--- config.mk ---
export PLATFORM = sky130hd
export DESIGN_NAME = matmul_seq_ctrl
export DESIGN_NICKNAME = d
export VERILOG_FILES = /design/src/rtl/matmul_pkg.sv /design/src/rtl/matmul_tx_handshake.sv /design/src/rtl/matmul_seq_ctrl.sv
export SDC_FILE = /design/constraint.sdc
export NUM_CORES = 1
export LEC_CHECK = 0
export CAP_MARGIN = 15
export CORE_ASPECT_RATIO = 0.7
export CORE_MARGIN = 2
export CORE_UTILIZATION = 52
export CTS_CLUSTER_DIAMETER = 40
export DETAILED_ROUTE_END_ITERATION = 12
export PLACE_DENSITY = 0.78
export SETUP_SLACK_MARGIN = 0.4
export SKIP_LAST_GASP = 1
export SLEW_MARGIN = 20
export SYNTH_ARGS = -nofsm -noshare
export SYNTH_HDL_FRONTEND = slang
export SYNTH_HIERARCHICAL = 1
export SYNTH_SLANG_ARGS = --single-unit
--- constraint.sdc ---
create_clock -name clk -period 2.2 [get_ports clk]
set_input_delay 0.22 -clock clk [delete_from_list [all_inputs] [get_ports clk]]
set_output_delay 0.22 -clock clk [all_outputs]
set_load 0.02 [all_outputs]
--- src/rtl/matmul_pkg.sv ---
// Shared definitions for the 3x3 matrix-multiply sequencing controller.
// Holds matrix geometry, the controller state encoding and the result width helper.
package matmul_pkg;

   localparam int MAT_N     = 3;
   localparam int MAT_ELEMS = MAT_N * MAT_N;

   typedef enum logic [3:0] {
      IDLE,
      LOAD_A,
      LOAD_B,
      START,
      WAIT_CALC,
      RD_REQ,
      RD_CAP,
      SEND,
      WAIT_TX_HI,
      WAIT_TX_LO
   } ctrl_state_t;

   function automatic int res_width(input int data_width);
      return 2 * data_width;
   endfunction

endpackage

--- src/rtl/matmul_tx_handshake.sv ---
// One-byte send handshake towards uart_tx: waits for idle, pulses tx_start,
// then waits for busy to rise (or TXACK_CYCLES to pass) and fall again.
module matmul_tx_handshake
   import matmul_pkg::*;
#(
   parameter int TXACK_CYCLES = 4
) (
   input  logic clk,
   input  logic rst,
   input  logic req,
   input  logic tx_busy,
   output logic tx_start,
   output logic done
);

   localparam int AW = $clog2(TXACK_CYCLES + 1);

   ctrl_state_t       hs;
   logic [AW-1:0]     ack_cnt;

   // Gated on the live busy level so a start can never overlap a busy UART.
   assign tx_start = (hs == SEND) && !tx_busy;
   assign done     = (hs == WAIT_TX_LO) && !tx_busy;

   always_ff @(posedge clk) begin
      if (!rst) begin
         hs      <= IDLE;
         ack_cnt <= '0;
      end else begin
         case (hs)
            IDLE:       if (req) hs <= SEND;
            SEND:       if (!tx_busy) begin
                           hs      <= WAIT_TX_HI;
                           ack_cnt <= '0;
                        end
            WAIT_TX_HI: if (tx_busy || ack_cnt == AW'(TXACK_CYCLES - 1)) hs <= WAIT_TX_LO;
                        else ack_cnt <= ack_cnt + 1'b1;
            WAIT_TX_LO: if (!tx_busy) hs <= IDLE;
            default:    hs <= IDLE;
         endcase
      end
   end

endmodule

--- src/rtl/matmul_seq_ctrl.sv ---
// Frames 18 RX bytes into the A/B operand stores, starts the datapath, then
// streams the 9 results back out through uart_tx one byte at a time.
module matmul_seq_ctrl
   import matmul_pkg::*;
#(
   parameter int DATA_WIDTH     = 4,
   parameter int TIMEOUT_CYCLES = 1000000,
   parameter int TXACK_CYCLES   = 4,
   localparam int RW            = res_width(DATA_WIDTH)
) (
   input  logic                  clk,
   input  logic                  rst,
   input  logic [7:0]            rx_data,
   input  logic                  rx_ready,
   output logic                  op_wr_en,
   output logic                  op_sel_b,
   output logic [3:0]            op_addr,
   output logic [DATA_WIDTH-1:0] op_data,
   output logic                  calc_start,
   input  logic                  calc_done,
   output logic [3:0]            res_addr,
   input  logic [RW-1:0]         res_data,
   output logic [7:0]            tx_data,
   output logic                  tx_start,
   input  logic                  tx_busy,
   output logic                  busy,
   output logic                  range_err,
   output logic                  timeout_err
);

   localparam int TW = $clog2(TIMEOUT_CYCLES + 1);

   ctrl_state_t   state;
   logic [3:0]    count;
   logic [TW-1:0] tmo_cnt;
   logic          loading;
   logic          wr;
   logic          hs_done;

   // Operand writes happen in the cycle the byte arrives, so they are decoded
   // straight from rx_ready; everything else below is registered.
   assign loading  = (state == IDLE) || (state == LOAD_A) || (state == LOAD_B);
   assign wr       = rst && rx_ready && loading;
   assign op_wr_en = wr;
   assign op_sel_b = wr && (state == LOAD_B);
   assign op_addr  = wr ? count : '0;
   assign op_data  = wr ? rx_data[DATA_WIDTH-1:0] : '0;
   assign busy     = (state != IDLE);

   matmul_tx_handshake #(.TXACK_CYCLES(TXACK_CYCLES)) u_tx_hs (
      .clk      (clk),
      .rst      (rst),
      .req      (state == SEND),
      .tx_busy  (tx_busy),
      .tx_start (tx_start),
      .done     (hs_done)
   );

   always_ff @(posedge clk) begin
      if (!rst) begin
         state       <= IDLE;
         count       <= '0;
         tmo_cnt     <= '0;
         calc_start  <= 1'b0;
         res_addr    <= '0;
         tx_data     <= '0;
         range_err   <= 1'b0;
         timeout_err <= 1'b0;
      end else begin
         calc_start  <= 1'b0;
         timeout_err <= 1'b0;
         if (wr && (rx_data >> DATA_WIDTH) != 8'd0) range_err <= 1'b1;

         case (state)
            IDLE: if (rx_ready) begin
               state   <= LOAD_A;
               count   <= 4'd1;
               tmo_cnt <= '0;
            end
            LOAD_A, LOAD_B: begin
               // A byte landing on the expiry cycle wins over the timeout.
               if (rx_ready) begin
                  tmo_cnt <= '0;
                  if (count == 4'(MAT_ELEMS - 1)) begin
                     count <= '0;
                     if (state == LOAD_A) begin
                        state <= LOAD_B;
                     end else begin
                        state      <= START;
                        calc_start <= 1'b1;
                     end
                  end else begin
                     count <= count + 1'b1;
                  end
               end else if (tmo_cnt == TW'(TIMEOUT_CYCLES - 1)) begin
                  state       <= IDLE;
                  count       <= '0;
                  tmo_cnt     <= '0;
                  timeout_err <= 1'b1;
               end else begin
                  tmo_cnt <= tmo_cnt + 1'b1;
               end
            end
            START:     state <= WAIT_CALC;
            WAIT_CALC: if (calc_done) begin
               state    <= RD_REQ;
               res_addr <= '0;
            end
            RD_REQ:    state <= RD_CAP;
            RD_CAP: begin
               tx_data <= 8'(res_data);
               state   <= SEND;
            end
            SEND: if (hs_done) begin
               if (res_addr == 4'(MAT_ELEMS - 1)) begin
                  state <= IDLE;
               end else begin
                  res_addr <= res_addr + 1'b1;
                  state    <= RD_REQ;
               end
            end
            default:   state <= IDLE;
         endcase
      end
   end

endmodule

==> results_dict.tcl, run 1 <==
set metrics [dict create \
    maxSlewViolCount 0 \
    p_per_area_nw_per_um2 515 \
    crit_type "reg -> reg" \
    period_share 0.936 \
    ys_ff_latch 48 \
    tightest_slew_ns 0.567 \
    synthCells 293 \
    cts_buffers 5 \
    dp_worst_setup_slack_ns 0.0463 \
    ioPinCount 48 \
    drv_cap 0 \
    critPathMaxFanout 5 \
    drive_above_1_share 0.291 \
    worstSetupStartpointType "flop" \
    syn-num-nets 321 \
    synth_ff_type "dfxtp_1" \
    ys_seq_area_frac 0.378 \
    io_buffers 47 \
    rows 21 \
    cp.depth 7 \
    hold_path_depth 2 \
    reg2reg_depth 7 \
    p_clk_frac 0.345 \
    insertedDiodeCount 0 \
    cts_tree "done" \
    h-tree-depth 2 \
    setup_ws_ns 0.142 \
    grt_pass1_wl_mm 9.78 \
    vias_per_cell 5.49 \
    switching_share 0.261 \
    setup_tns_ns 0 \
    switching_power_uw 485 \
    met3_length_um 457 \
    cts_sinks 48 \
    drc_errors 0 \
    hold_class "reg -> reg" \
    ir_worst_vdd_mv 0.293 \
    p_seq_frac 0.479 \
    cts_buffer_depth 2 \
    drtPass1Iterations 5 \
    dieArea_um2 5480 \
    fin_util 0.758 \
    first_iter_violations 126 \
    synth_edf_count 0 \
    drtAntennaViolNets 0 \
    track_usage 0.225 \
    finalWirelength_mm 6.43 \
    core_um2 4760 \
    synth_cell_types 56 \
    end_kind "flop" \
    root_buffer "clkbuf_8" \
    synth_area_um2 2540 \
    initial_core_util 0.535 \
    finalSetupViolCount 0 \
    relSlewSlack 0.620 \
    die-height_um 62.5 \
    gp_congestion 0.840 \
    finalHoldWorstSlack_ns 0.445 \
    cpPeakStageDelay_ns 0.56 \
    place_hpwl_mm 3.95 \
    wl_met2_mm 2.80 \
    crit_family "simple AND/OR/NAND/NOR gates" \
    met1_length_mm 3.04 \
    overflow 0 \
    p_comb_frac 0.176 \
    grt_max_degree 16 \
    hold_viol 0 \
    min_period_ns 2.06 \
    cts_hold_buffers 0 \
    finClkSkew_ns 0.00646 \
    yosysWarnings 6 \
    avgSynthCellArea_um2 8.68 \
    outcome "complete, no violations" \
    power.internal_mw 1.37 \
    wl_per_cell_um 14.6 \
    crit_path_cell_trace "or4b_4 > nor4_4 > a21boi_2 > o21ai_4 > buf_6 > buf_6 > nor2_2" \
    crit_path_frequent_cell "buf_6" \
    rsz0062_at_grt "yes" \
    critPathBufInv 2 \
    cp.required_ns 2.40 \
    grt_pass1_vias 2116 \
    nNetsFinal 398 \
    top_layer_used "met4" \
    clock.fmax_ghz 0.486 \
    power_leakage_nw 1.37 \
    clk_pin_slew_ns 0.08 \
    crit_arrival_ns 2.26 \
    vias 2415 \
    crit_slowest_cell "or4b_4" \
    area_delta_synth_final_pct 41.8 \
    die_x_um 87.6 \
    clkLatencyLatePin_ns 0.31 \
    antenna_found_initial 0 \
    power_mw 1.86 \
    async_reset_ff_frac 0 \
    fillerInstances 342 \
]
## cell usage in the layout (no fill, tap or decap), drive strengths merged, types with 7 or more instances in the layout
cell type | Yosys | final
xor2 | 12 | 12
o21ai | 12 | 12
nor3 | 12 | 12
clkdlybuf4s50 | 0 | 35
nand3 | 15 | 15
nor2 | 34 | 34
and2 | 9 | 9
ha | 7 | 7
a31oi | 7 | 7
buf | 3 | 34
inv | 11 | 11
dfxtp | 48 | 48
a21oi | 10 | 10
nand4 | 11 | 11
nand2 | 22 | 22
mux2i | 9 | 9
## state kept, by name, summed over array words and instances (netlist names)
register / count
timeout_err: 1
tmo_cnt: 20
range_err: 1
calc_start: 1
count: 4
u_tx_hs/ack_cnt: 3
u_tx_hs/hs: 3
state: 3
tx_data: 8
res_addr: 4
## cells in the mapped netlist, drive strengths merged (2+ instances only)
master,count,area share
xnor2,3,0.010
nand4,11,0.027
o21a,2,0.0059
nand3,15,0.030
nor2b,6,0.015
inv,11,0.016
a21boi,3,0.010
nand2,22,0.033
o21ai,12,0.028
and2,9,0.022
or4b,3,0.015
ha,7,0.034
nand3b,6,0.018
nor4,3,0.016
or3,4,0.0098
clkbuf,8,0.012
or4,2,0.0059
a211oi,3,0.015
or2,3,0.0074
nor2,34,0.060
buf,3,0.012
a21oi,10,0.020
o221a,2,0.0089
nor3,12,0.024
dfxtp,48,0.38
and4,3,0.011
a31oi,7,0.017
and3,5,0.012
xor2,12,0.041
mux2i,9,0.035
## path summary, 6_finish.rpt
check	from	slack, ns	endpoint
worst max-delay path	tmo_cnt[13]	0.14	tmo_cnt[13]
worst min-delay path	range_err	0.44	range_err
worst max register to register	tmo_cnt[13]	0.14	tmo_cnt[13]
worst min register to register	range_err	0.44	range_err
## metal layers
metal / GRT usage / up-vias
met2: 0.320 / 95
met1: 0.326 / 1106
met5: 0 / -
li1: - / 1202
met3: 0.0555 / 12
met4: 0.0846 / 0
## per-stage QoR
stage,cells,area [µm²]
after CTS,433,3480
final,440,3610
after global routing,440,3610
after global placement,412,3150
after detailed placement,412,3150
after floorplan,293,2550
## power groups by stage
stage	clock, mW	combinational (mW)	sequential, mW
2_1_floorplan	0	0.149	0.910
3_3_place_gp	0	0.240	0.911
3_5_place_dp	0	0.244	0.911
4_1_cts	0.652	0.294	0.890
5_1_grt	0.695	0.349	0.892
6_report	0.640	0.328	0.890
## worst register-to-register path: cells and delay by family, from the launching register on
kind	cells	cell delay, ns
AOI/OAI and AO/OA	2	0.37
DFF	1	0.35
buffers and inverters	2	0.26
and+or+nand+nor	3	0.98
## cell type report
class	instances	area (µm²)	share of cell area
clock buffers	5	68.8	0.0191
well taps	69	86.3	0.0239
inverters	12	45.0	0.0125
clock inverters	3	42.5	0.0118
flip-flops and latches	48	990	0.274
multi-input cells	222	1590	0.442
repair buffers	81	779	0.216
## timing repair
action,4_1_cts,5_1_grt
pin swaps,18,17
endpoints found under the hold margin,0,0
buffers inserted,12,7
endpoints found under the setup margin,41,36
gates cloned,1,0
resized for setup,48,24
## cells by family (layout without fill, tap and decap cells)
kind of cell,after synthesis,after routing,synth area share
buffers and inverters,23,101,0.0418
AND/OR/NAND/NOR,144,144,0.327
multiplexers,9,9,0.0354
flip-flops,48,48,0.378
XOR/XNOR,15,15,0.0516
AO/OA/AOI/OAI,47,47,0.132
adder cells (fa/ha/maj),7,7,0.0344
Power figures use the tool's default switching activity.
==> inputs of run 2 (changes only) <==
HOLD_SLACK_MARGIN = 0.06   (was unset)
SKIP_CTS_REPAIR_TIMING = 1   (was unset)
==> results_dict.tcl, run 2 (synthesized netlist as in run 1, its figures left out) <==
set metrics [dict create \
    outcome "complete, no violations" \
    fin_util 0.741 \
    largest_reg_flops 20 \
    cts_tree "done" \
    cp.required_ns 2.40 \
    core_um2 4760 \
    h-tree-depth 2 \
    min_from "range_err" \
    finClkSkew_ns 0.00404 \
    largest_register "tmo_cnt" \
    worstSetupStartpointType "flop" \
    drv_cap 0 \
    rows 21 \
    finalSetupViolCount 0 \
    fillerInstances 360 \
    finalWirelength_mm 5.84 \
    end_kind "flop" \
    drive_above_1_share 0.257 \
    drc_errors 0 \
    clkLatencyLatePin_ns 0.31 \
    root_buffer "clkbuf_8" \
    area_delta_synth_final_pct 38.6 \
    grt_max_degree 16 \
    p_per_area_nw_per_um2 514 \
    crit_slowest_cell "or4bb_4" \
    rsz0062_at_grt "yes" \
    power_leakage_nw 1.45 \
    cpPeakStageDelay_ns 0.55 \
    register_area_um2 990 \
    cts_buffer_depth 2 \
    power_mw 1.81 \
    die-height_um 62.5 \
    clk_pin_slew_ns 0.08 \
    die_x_um 87.6 \
    min_period_ns 1.97 \
    r2r-end "tmo_cnt[15]" \
    insertedDiodeCount 0 \
    critPathMaxFanout 5 \
    cts_buffers 5 \
    first_iter_violations 119 \
    clock.fmax_ghz 0.508 \
    nNetsFinal 389 \
    hold_path_depth 2 \
    overflow 0 \
    wl_per_cell_um 13.6 \
    most-common-layout-cells "dfxtp_1 (35), clkdlybuf4s50_1 (35), nand2_1 (21), buf_4 (21), nor2_1 (19)" \
    vias 2309 \
    reg2reg_depth 6 \
    grt_pass1_wl_mm 8.72 \
    hold_viol 0 \
    track_usage 0.200 \
    antenna_found_initial 0 \
    hold_end "range_err" \
    reg.largest.list "tmo_cnt: 20 flops, tx_data: 8 flops" \
    grt_pass1_vias 1899 \
    dieArea_um2 5480 \
    tightest_slew_ns 0.581 \
    ff2ff_setup_slack_ns 0.23 \
    gp_congestion 0.840 \
    crit_arrival_ns 2.17 \
    ir_worst_vdd_mv 0.366 \
    crit_type "reg -> reg" \
    finalInstanceArea_um2 3530 \
    cts_sinks 48 \
    vias_per_cell 5.36 \
    initial_core_util 0.535 \
    ioPinCount 48 \
    maxSlewViolCount 0 \
    drtPass1Iterations 4 \
    drtAntennaViolNets 0 \
    io_buffers 47 \
    hold_class "reg -> reg" \
    multi_input_area_um2 1600 \
    placed_area_um2 3150 \
    crit_path_cell_trace "or4bb_4 > nor4_4 > a21boi_2 > o21ai_4 > buf_6 > nor2_2" \
    period_share 0.895 \
    relSlewSlack 0.612 \
    r2r-start "tmo_cnt[12]" \
    place_hpwl_mm 3.95 \
]
[run 2: changes by cell type in the layout (fill, tap and decap cells not counted), sizes merged]
cell	previous run	this run
dlymetal6s2s	0	10
buf	34	25
dlygate4sd2	6	0
clkdlybuf4s15	5	0
clkbuf	6	7
[run 2: worst max path at each step]
stage                             end  depth (start not counted)  slack (ns)   startpoint
final                     tmo_cnt[15]                          6        0.23  tmo_cnt[12]
after global placement     op_data[1]                          5        0.11          rst
after detailed placement   op_addr[3]                          5        0.05          rst
after CTS                  op_addr[3]                          4       -0.13     state[1]
after global routing      tmo_cnt[15]                          6        0.19  tmo_cnt[12]
after floorplan           tmo_cnt[13]                          6        0.36  tmo_cnt[15]
[run 2: worst max-delay path: cells and delay by family (launching register included)]
kind | cells | cell delay, ns
buf+inv | 1 | 0.18
compound gates | 2 | 0.39
flops | 1 | 0.36
simple gates | 3 | 0.94
[run 2: where the power goes]
| part | total [mW] | switching [mW] | internal [mW] |
|---|---|---|---|
| registers | 0.888 | 0.0124 | 0.875 |
| logic | 0.284 | 0.152 | 0.132 |
| clock network | 0.640 | 0.304 | 0.336 |
[run 2: cell type report]
| class | instances | area share |
|---|---|---|
| well taps | 69 | 0.0245 |
| inverters | 12 | 0.0128 |
| clock inverters | 3 | 0.0121 |
| multi-input cells | 222 | 0.453 |
| flip-flops and latches | 48 | 0.281 |
| clock buffers | 5 | 0.0195 |
| repair buffers | 72 | 0.198 |
[run 2: through the flow]
stage               TNS, ns  setup WS, ns  hold slack [ns]  cells
floorplan                 0         0.361            0.330    293
global placement          0         0.109            0.432    412
detailed placement        0        0.0463            0.437    412
CTS                  -0.692        -0.128            0.449    420
global route              0         0.190            0.466    431
finish                    0         0.230            0.446    431
[run 2: per-layer routing]
layer	vias to the layer above	share of wire	GRT usage
met5	-	0	0
met2	59	0.42	0.267
met1	1061	0.52	0.305
met4	0	0.013	0.0692
met3	8	0.049	0.0515
li1	1181	-	-
